File: config.mk
export PLATFORM = sky130hd
export DESIGN_NAME = seven_segment_scanner
export DESIGN_NICKNAME = d
export VERILOG_FILES = /design/src/rtl/seven_segment_scanner_pkg.sv /design/src/rtl/seven_segment_scanner_decoder.sv /design/src/rtl/seven_segment_scanner.sv
export SDC_FILE = /design/constraint.sdc
export NUM_CORES = 1
export LEC_CHECK = 0
export CORE_AREA = 2 2 87 98
export DETAILED_ROUTE_END_ITERATION = 6
export DIE_AREA = 0 0 89 100
export PLACE_DENSITY = 0.7
export SYNTH_ARGS = -nofsm -noshare
export SYNTH_HDL_FRONTEND = slang
export SYNTH_HIERARCHICAL = 1
export SYNTH_SLANG_ARGS = --single-unit
File: constraint.sdc
create_clock -name clk -period 7.3 [get_ports clk]
set_input_delay 1.46 -clock clk [delete_from_list [all_inputs] [get_ports clk]]
set_output_delay 1.46 -clock clk [all_outputs]
set_load 0.02 [all_outputs]
File: src/rtl/seven_segment_scanner_pkg.sv
// Shared seven-segment constants: blank pattern, active-low hex table and helper functions.
// Used by seven_segment_scanner and seg_hex_decoder.
package seg_pkg;

  localparam logic [6:0] SEG_BLANK = 7'h7F;

  // Active-low {a,b,c,d,e,f,g} patterns, bit6 = a
  localparam logic [6:0] SEG_HEX [16] = '{
    7'h01, 7'h4F, 7'h12, 7'h06, 7'h4C, 7'h24, 7'h20, 7'h0F,
    7'h00, 7'h0C, 7'h08, 7'h60, 7'h31, 7'h42, 7'h30, 7'h38
  };

  function automatic logic [6:0] hex_to_seg(input logic [3:0] nibble);
    return SEG_HEX[nibble];
  endfunction

  function automatic int idx_width(input int n);
    return (n <= 1) ? 1 : $clog2(n);
  endfunction

endpackage

File: src/rtl/seven_segment_scanner_decoder.sv
// Combinational hex nibble to active-low seven-segment pattern.
module seg_hex_decoder
  import seg_pkg::*;
(
  input  logic [3:0] nibble,
  output logic [6:0] seg
);

  always_comb begin
    seg = hex_to_seg(nibble);
  end

endmodule

File: src/rtl/seven_segment_scanner.sv
// Multiplexed N-digit seven-segment scanner with dead-time and frame-aligned shadow updates.
// Optional macro LEADING_ZERO_BLANK_EN auto-blanks leading zero digits (digit 0 never blanked).
module seven_segment_scanner
  import seg_pkg::*;
#(
  parameter int NUM_DIGITS  = 4,
  parameter int REFRESH_DIV = 100000,
  parameter int DEAD_CYCLES = 16,
  localparam int IW = idx_width(NUM_DIGITS)
) (
  input  logic                      clk,
  input  logic                      rst,
  input  logic [4*NUM_DIGITS-1:0]   value_in,
  input  logic [NUM_DIGITS-1:0]     blank_in,
  input  logic [NUM_DIGITS-1:0]     dp_in,
  input  logic                      value_valid,
  output logic [6:0]                seg,
  output logic                      dp,
  output logic [NUM_DIGITS-1:0]     an,
  output logic [IW-1:0]             digit_idx,
  output logic                      frame_start
);

  localparam int PW = $clog2(REFRESH_DIV);
  localparam logic [PW-1:0] P_LAST   = PW'(REFRESH_DIV - 1);
  localparam logic [IW-1:0] IDX_LAST = IW'(NUM_DIGITS - 1);

  if (NUM_DIGITS < 1 || NUM_DIGITS > 8) begin : g_bad_digits
    $error("seven_segment_scanner: NUM_DIGITS must be 1..8");
  end
  if (REFRESH_DIV < 2) begin : g_bad_div
    $error("seven_segment_scanner: REFRESH_DIV must be >= 2");
  end
  if (DEAD_CYCLES < 0 || DEAD_CYCLES >= REFRESH_DIV) begin : g_bad_dead
    $error("seven_segment_scanner: DEAD_CYCLES must be < REFRESH_DIV");
  end

  logic [PW-1:0]           p;
  logic                    tick;
  logic                    wrap;
  logic [4*NUM_DIGITS-1:0] pend_val;
  logic [NUM_DIGITS-1:0]   pend_blank;
  logic [NUM_DIGITS-1:0]   pend_dp;
  logic [4*NUM_DIGITS-1:0] shad_val;
  logic [NUM_DIGITS-1:0]   shad_blank;
  logic [NUM_DIGITS-1:0]   shad_dp;
  logic [NUM_DIGITS-1:0]   lz_blank;
  logic [3:0]              cur_nib;
  logic                    cur_blank;
  logic                    cur_dp;
  logic [NUM_DIGITS-1:0]   an_next;
  logic [6:0]              dec_seg;
  logic                    in_dead;

  assign tick    = (p == P_LAST);
  assign wrap    = tick && (digit_idx == IDX_LAST);
  assign in_dead = (DEAD_CYCLES > 0) && (int'(p) < DEAD_CYCLES);

  // Shadow only changes on the frame wrap so a frame never mixes old and new digits
  always_ff @(posedge clk) begin
    if (rst) begin
      p           <= '0;
      digit_idx   <= '0;
      frame_start <= 1'b0;
      pend_val    <= '0;
      pend_blank  <= '0;
      pend_dp     <= '0;
      shad_val    <= '0;
      shad_blank  <= '0;
      shad_dp     <= '0;
    end else begin
      p           <= tick ? '0 : p + 1'b1;
      frame_start <= wrap;
      if (tick) begin
        digit_idx <= (digit_idx == IDX_LAST) ? '0 : digit_idx + 1'b1;
      end
      if (value_valid) begin
        pend_val   <= value_in;
        pend_blank <= blank_in;
        pend_dp    <= dp_in;
      end
      if (wrap) begin
        shad_val   <= value_valid ? value_in : pend_val;
        shad_blank <= value_valid ? blank_in : pend_blank;
        shad_dp    <= value_valid ? dp_in    : pend_dp;
      end
    end
  end

`ifdef LEADING_ZERO_BLANK_EN
  logic all_zero;

  always_comb begin
    lz_blank = '0;
    all_zero = 1'b1;
    for (int i = NUM_DIGITS - 1; i > 0; i--) begin
      all_zero    = all_zero & (shad_val[4*i +: 4] == 4'h0);
      lz_blank[i] = all_zero;
    end
  end
`else
  assign lz_blank = '0;
`endif

  always_comb begin
    cur_nib   = '0;
    cur_blank = 1'b0;
    cur_dp    = 1'b0;
    an_next   = '1;
    for (int i = 0; i < NUM_DIGITS; i++) begin
      if (digit_idx == IW'(i)) begin
        cur_nib    = shad_val[4*i +: 4];
        cur_blank  = shad_blank[i] | lz_blank[i];
        cur_dp     = shad_dp[i];
        an_next[i] = 1'b0;
      end
    end
  end

  seg_hex_decoder u_dec (
    .nibble (cur_nib),
    .seg    (dec_seg)
  );

  always_ff @(posedge clk) begin
    if (rst) begin
      seg <= SEG_BLANK;
      dp  <= 1'b1;
      an  <= '1;
    end else if (in_dead) begin
      seg <= SEG_BLANK;
      dp  <= 1'b1;
      an  <= '1;
    end else begin
      seg <= cur_blank ? SEG_BLANK : dec_seg;
      dp  <= ~cur_dp;
      an  <= an_next;
    end
  end

endmodule

==> results_dict.tcl, run 1 <==
set metrics [dict create \
    drc 0 \
    dr.max_layer_used "met4" \
    wl_met2_mm 3.16 \
    layout-drive-gt1-share_pct 13.8 \
    areaGrowthSynthToFinish_pct 20.1 \
    synth_edf_count 0 \
    layout.nets 439 \
    synth.ff_latch_count 80 \
    vias 2535 \
    start_util_pct 43.2 \
    grt-ovfl-total 0 \
    r2r-start "digit_idx[1]" \
    routed_wl_mm 6.48 \
    hp-start "p[0]" \
    synth_cell_type_count 41 \
    wl_met1_mm 2.97 \
    die_h_um 100 \
    p_leak_uw 0.00157 \
    hold_ws_ns 0.454 \
    cts-resized-gates 0 \
    place.gp.congestion 0.789 \
    period_needed_ns 3.16 \
    synth_flop_cell "dfxtp_1" \
    syn_area_per_cell_um2 9.57 \
    io_pins 42 \
    maxCapViolCount 0 \
    worstPathRequired_ns 7.54 \
    crit_start "digit_idx[1]" \
    crit_path_end_kind "flip-flop" \
    cp-start-kind "flip-flop" \
    setup_viol 0 \
    rsz0062_at_grt "false" \
    detail_route.wl_per_cell_um 12.5 \
    synthCells 364 \
    grt_max_degree 54 \
    h-tree-depth 3 \
    seq_area_frac_synth_pct 46.0 \
    dp_hpwl_mm 4.57 \
    fp.dieW_um 89 \
    cts.clk_slew.worst_paths_ns 0.08 \
    path_max_fanout 13 \
    skew_ns 0.0118 \
    clock-root-buffer "clkbuf_8" \
    antenna_found_initial 0 \
    diodes 0 \
    postCtsSetupBuffers 0 \
    relSlewSlack_pct 39.6 \
    yosys.area.top_type "dfxtp_1" \
    cts_tree "done" \
    fin_setup_tns_ns 0 \
    hold_viol 0 \
    hold_path_class "reg2reg" \
    final_cell_count_no_fill 517 \
    yosysWarnings 6 \
    drt-pass1-iter-count 6 \
    numCtsBuffers 9 \
    max_freq_ghz 0.316 \
    portBuffers 41 \
    path_class "reg2reg" \
    synthTopCellsByArea "dfxtp_1, mux2i_1, mux2_2" \
    rows 35 \
    ir_drop_uv 94.4 \
    tightestPinTransition_ns 0.906 \
    vias_per_cell 4.90 \
    n_fill_cell 757 \
    clock_sinks 80 \
    drtAntennaViolNets 0 \
    synth_top_cell_area_share_pct 46.0 \
    clk_latency_ns 0.35 \
    reg2reg_depth 12 \
    ctsHoldBuffers 0 \
    slew_violations 0 \
    core_um2 8060 \
    grt_pass1_vias 2362 \
    holdPathStages 1 \
    wl_met3_um 290 \
    ys_async_sr_fraction_pct 0 \
    syn-cell-area_um2 3480 \
    drt_iter0_drc 95 \
    power.density_nw_per_um2 201 \
    dpl.cell_count 501 \
    grt_first_pass_wirelength_mm 10.8 \
    clock_path_buffers 2 \
    cp.arrival_ns 3.40 \
    grt_usage_pct 15.5 \
    die-area_um2 8900 \
    syn_nets 402 \
    status "finished clean" \
    finalCritPeriodShare_pct 43.3 \
]
cells in the mapped netlist (all sizes together), types with 2 or more instances:
master,n
dfxtp,80
nor2,47
mux2i,28
mux2,24
nor2b,22
nand2,18
a21oi,16
o21ai,14
inv,13
ha,11
nand3,11
clkbuf,10
or2,8
xnor2,8
buf,7
nand4,6
nand3b,5
nor4,5
xor2,5
nand2b,4
nor3,4
or4,3
and4,2
or3,2
final timing paths:
kind	to	slack (ns)
max	seg[5]	4.14
min reg2reg	p[0]	0.45
min	p[0]	0.45
max reg2reg	seg[5]	4.14
flip-flops by register name, summed over array words and instances, names as in the netlist, 4 cells and up:
signal      flops
shad_val       16
shad_dp         4
pend_blank      4
an              4
seg             7
pend_dp         4
p              17
pend_val       16
shad_blank      4
critical path, stage by stage, from the launching register on:
cell	delay, ns
dfxtp_1	0.40
inv_1	0.08
ha_1	0.31
nand3b_1	0.22
a21oi_1	0.16
a21oi_1	0.08
o21ai_0	0.59
inv_1	0.19
ha_1	0.36
nand2b_1	0.10
o21ai_1	0.07
a32o_1	0.22
or2_2	0.28
cell type report:
cell class	count	area, um^2	share of cell area (%)
Clock buffer	9	124	2.96
Clock inverter	7	95.1	2.27
Inverter	13	48.8	1.17
Multi-Input combinational cell	254	1750	41.9
Sequential cell	80	1600	38.3
Tap cell	111	139	3.32
Timing Repair Buffer	43	420	10.1
report_power, final:
| part | leakage, uW | total [uW] | switching (uW) | internal, uW |
|---|---|---|---|---|
| Combinational | 0.000809 | 40.3 | 18.6 | 21.7 |
| Sequential | 0.000650 | 448 | 2.82 | 445 |
| Clock | 0.000110 | 352 | 159 | 193 |
logic make-up after synthesis:
family                     count (synthesis)  share of synthesized area [%]
xor gates and xnor gates                  13                           3.27
muxes                                     52                           15.8
buffers and inverters                     30                           3.63
adders and majority gates                 11                           3.95
and+or+nand+nor                          140                           20.9
AOI/OAI and AO/OA                         38                           6.40
DFF                                       80                           46.0
metal layers:
metal,up-vias,global-route usage (%)
met5,-,0
met4,0,4.71
met3,7,4.93
met2,49,26.1
met1,1168,18.6
li1,1311,-
placed cells by master, fill, tap and decap left out, drive strengths merged, types with 3 or more instances in the layout:
master and n:
or2 8, nand4 6, nand3 11, nor4 5, clkbuf 9, xnor2 8, nand3b 5, buf 3
xor2 5, nor2 47, mux2 24, mux2i 28, clkinv 3, nand2b 4, or4 3, a21oi 16
o21ai 14, ha 11, dfxtp 80, nor2b 22, inv 14, nand2 18, clkdlybuf4s50 40, nor3 4
per-stage QoR:
step                      setup WS (ns)  area (um^2)  utilization, %  total power [uW]
after floorplan                    4.30         3480               -               480
after global placement             4.11         3960            49.2               498
after detailed placement           4.04         3960            49.2               499
after CTS                          4.15         4180            51.9               851
after global routing               3.80         4180            51.9               879
final                              4.14         4180            51.9               840
(Power assumes the default switching activity.)
==> run 2, diff against run 1 <==
--- a/config.mk
+++ b/config.mk
@@ -8,7 +8,7 @@
 export CORE_AREA = 2 2 87 98
 export DETAILED_ROUTE_END_ITERATION = 6
 export DIE_AREA = 0 0 89 100
-export PLACE_DENSITY = 0.7
+export PLACE_DENSITY = 0.73
 export SYNTH_ARGS = -nofsm -noshare
 export SYNTH_HDL_FRONTEND = slang
 export SYNTH_HIERARCHICAL = 1
==> constraint.sdc (replaced) <==
create_clock -name clk -period 2.8 [get_ports clk]
set_input_delay 0.56 -clock clk [delete_from_list [all_inputs] [get_ports clk]]
set_output_delay 0.56 -clock clk [all_outputs]
set_load 0.02 [all_outputs]
==> run 2 against run 1 <==
Register-to-register slack worse by 3.9 ns. Hold slack lost 0.0011 ns. Worst setup slack got worse by 3.9 ns. Wire length rose by 7.8%. Die area stayed put. Total power increased to 2.6 times the previous value. Flip-flop and latch count unchanged. Critical path type unchanged. Count of clock-buffer cells in the layout unchanged. Combinational power grew to 2.7 times the previous value. Utilization increased by 0.70 points. Non-clock buffer count grew 8. Design area rose by 1.3%.
==> results_dict.tcl, run 2 (synthesis gave the netlist of run 1 again) <==
set metrics [dict create \
    grt_first_pass_wirelength_mm 11.5 \
    hold_viol 0 \
    detail_route.wl_per_cell_um 13.3 \
    setup_viol 0 \
    maxCapViolCount 0 \
    p_leak_uw 0.00161 \
    r2r_slack_ns 0.24 \
    relSlewSlack_pct 54.5 \
    core_um2 8060 \
    reg_top3 "p (17), pend_val (16), shad_val (16)" \
    slowest_stage "dfxtp_1" \
    status "finished clean" \
    path_class "reg2reg" \
    drt_iter0_drc 81 \
    wl_met3_um 315 \
    reg2reg_depth 12 \
    layout.nets 447 \
    io_pins 42 \
    clk_latency_ns 0.36 \
    drt-pass1-iter-count 4 \
    wl_met2_mm 3.54 \
    finalCritPeriodShare_pct 91.6 \
    skew_ns 0.0111 \
    areaGrowthSynthToFinish_pct 21.7 \
    clock_sinks 80 \
    regToRegEndpoint "seg[5]" \
    largest-register "p" \
    crit_end "seg[5]" \
    drc 0 \
    dp_hpwl_mm 4.95 \
    grt_pass1_vias 2468 \
    worstPathRequired_ns 3.05 \
    fin_setup_tns_ns 0 \
    vias_per_cell 4.94 \
    hold_path_class "reg2reg" \
    grt-ovfl-total 0 \
    largest_reg_flops 17 \
    slew_violations 0 \
    die-area_um2 8900 \
    final_common_cell "dfxtp_1" \
    die_h_um 100 \
    path_max_fanout 10 \
    ir_drop_uv 225 \
    h-tree-depth 3 \
    mostFrequentLayoutCells "dfxtp_1, nor2_1, clkdlybuf4s50_1" \
    period_needed_ns 2.56 \
    clock_path_buffers 2 \
    cts_tree "done" \
    tightestPinTransition_ns 0.682 \
    cp.arrival_ns 2.81 \
    wl_met1_mm 3.01 \
    diodes 0 \
    design_area_um2 4240 \
    max_freq_ghz 0.390 \
    pre_cts_slack_ns 0.111 \
    start_util_pct 43.2 \
    portBuffers 41 \
    dr.max_layer_used "met4" \
    cts.clk_slew.worst_paths_ns 0.08 \
    crit_path_end_kind "flip-flop" \
    drtAntennaViolNets 0 \
    clock-root-buffer "clkbuf_8" \
    worst_slack_ns 0.236 \
    fp.dieW_um 89 \
    grt_usage_pct 16.6 \
    cp-start-kind "flip-flop" \
    placed_cell_area_um2 4010 \
    vias 2591 \
    place.gp.congestion 0.840 \
    rows 35 \
    grt_max_degree 33 \
    ctsHoldBuffers 0 \
    cpPeakStageDelay_ns 0.39 \
    power.density_nw_per_um2 511 \
    antenna_found_initial 0 \
    rsz0062_at_grt "false" \
    crit_start "digit_idx[1]" \
    r2r-start "digit_idx[1]" \
    routed_wl_mm 6.99 \
    numCtsBuffers 9 \
    path_cells "inv_1 > ha_2 > nand3b_1 > a21oi_1 > a21oi_1 > o21ai_2 > inv_1 > ha_1 > nand2b_1 > o21ai_1 > a32o_1 > or2_2" \
    layout-drive-gt1-share_pct 15.9 \
]
## run 2: cell types whose count changed in the layout (fill, tap and decap cells not counted), sizes merged
cell,before,now
clkinv,3,1
bufinv,2,1
buf,3,11
inv,14,18
clkinvlp,1,0
## run 2: worst min-delay path by stage
stage	start	endpoint	slack [ns]	depth (start not counted)
2_1_floorplan	p[0]	p[0]	0.42	1
3_3_place_gp	p[0]	p[0]	0.43	1
3_5_place_dp	p[0]	p[0]	0.44	1
4_1_cts	p[0]	p[0]	0.46	1
5_1_grt	p[0]	p[0]	0.48	1
6_report	p[0]	p[0]	0.45	1
## run 2: final cells by class
| type | instances | area (um^2) |
|---|---|---|
| fill | 765 | 3820 |
| multi-input combinational | 254 | 1760 |
| sequential | 80 | 1600 |
| timing repair buffer | 51 | 480 |
| tap | 111 | 139 |
| clock buffer | 9 | 124 |
| clock inverter | 7 | 85.1 |
| inverter | 13 | 48.8 |
## run 2: per-layer routing
metal	up-vias	track usage (%)
met2	51	28.8
met5	-	0
met4	0	7.46
li1	1335	-
met3	9	2.96
met1	1196	19.8
## run 2: what timing repair did
| item | CTS | global route |
|---|---|---|
| buffers inserted | 0 | 2 |
| endpoints found under the setup margin | 0 | 3 |
| gates resized for setup | 0 | 3 |
## run 2: through the flow
step                hold WS (ns)  total power (uW)  util [%]  instances
detailed placement         0.443              1300      49.8        507
CTS                        0.458              2190      52.4        523
global route               0.479              2250      52.6        525
global placement           0.427              1300      49.8        507
finish                     0.453              2170      52.6        525
floorplan                  0.418              1250         -        364
## run 2: critical path, delay by kind of cell, from the launching register on
kind,cells,cell delay [ns]
fa+ha+maj,2,0.55
simple gates,3,0.57
compound gates,5,0.73
buf+inv,2,0.21
flops,1,0.39
## run 2: where the power goes
group / switching, uW / internal (uW) / leakage [uW]
clock network: 460 / 432 / 0.000107
registers: 7.94 / 1160 / 0.000650
logic: 49.7 / 57.4 / 0.000853
total: 518 / 1650 / 0.00161
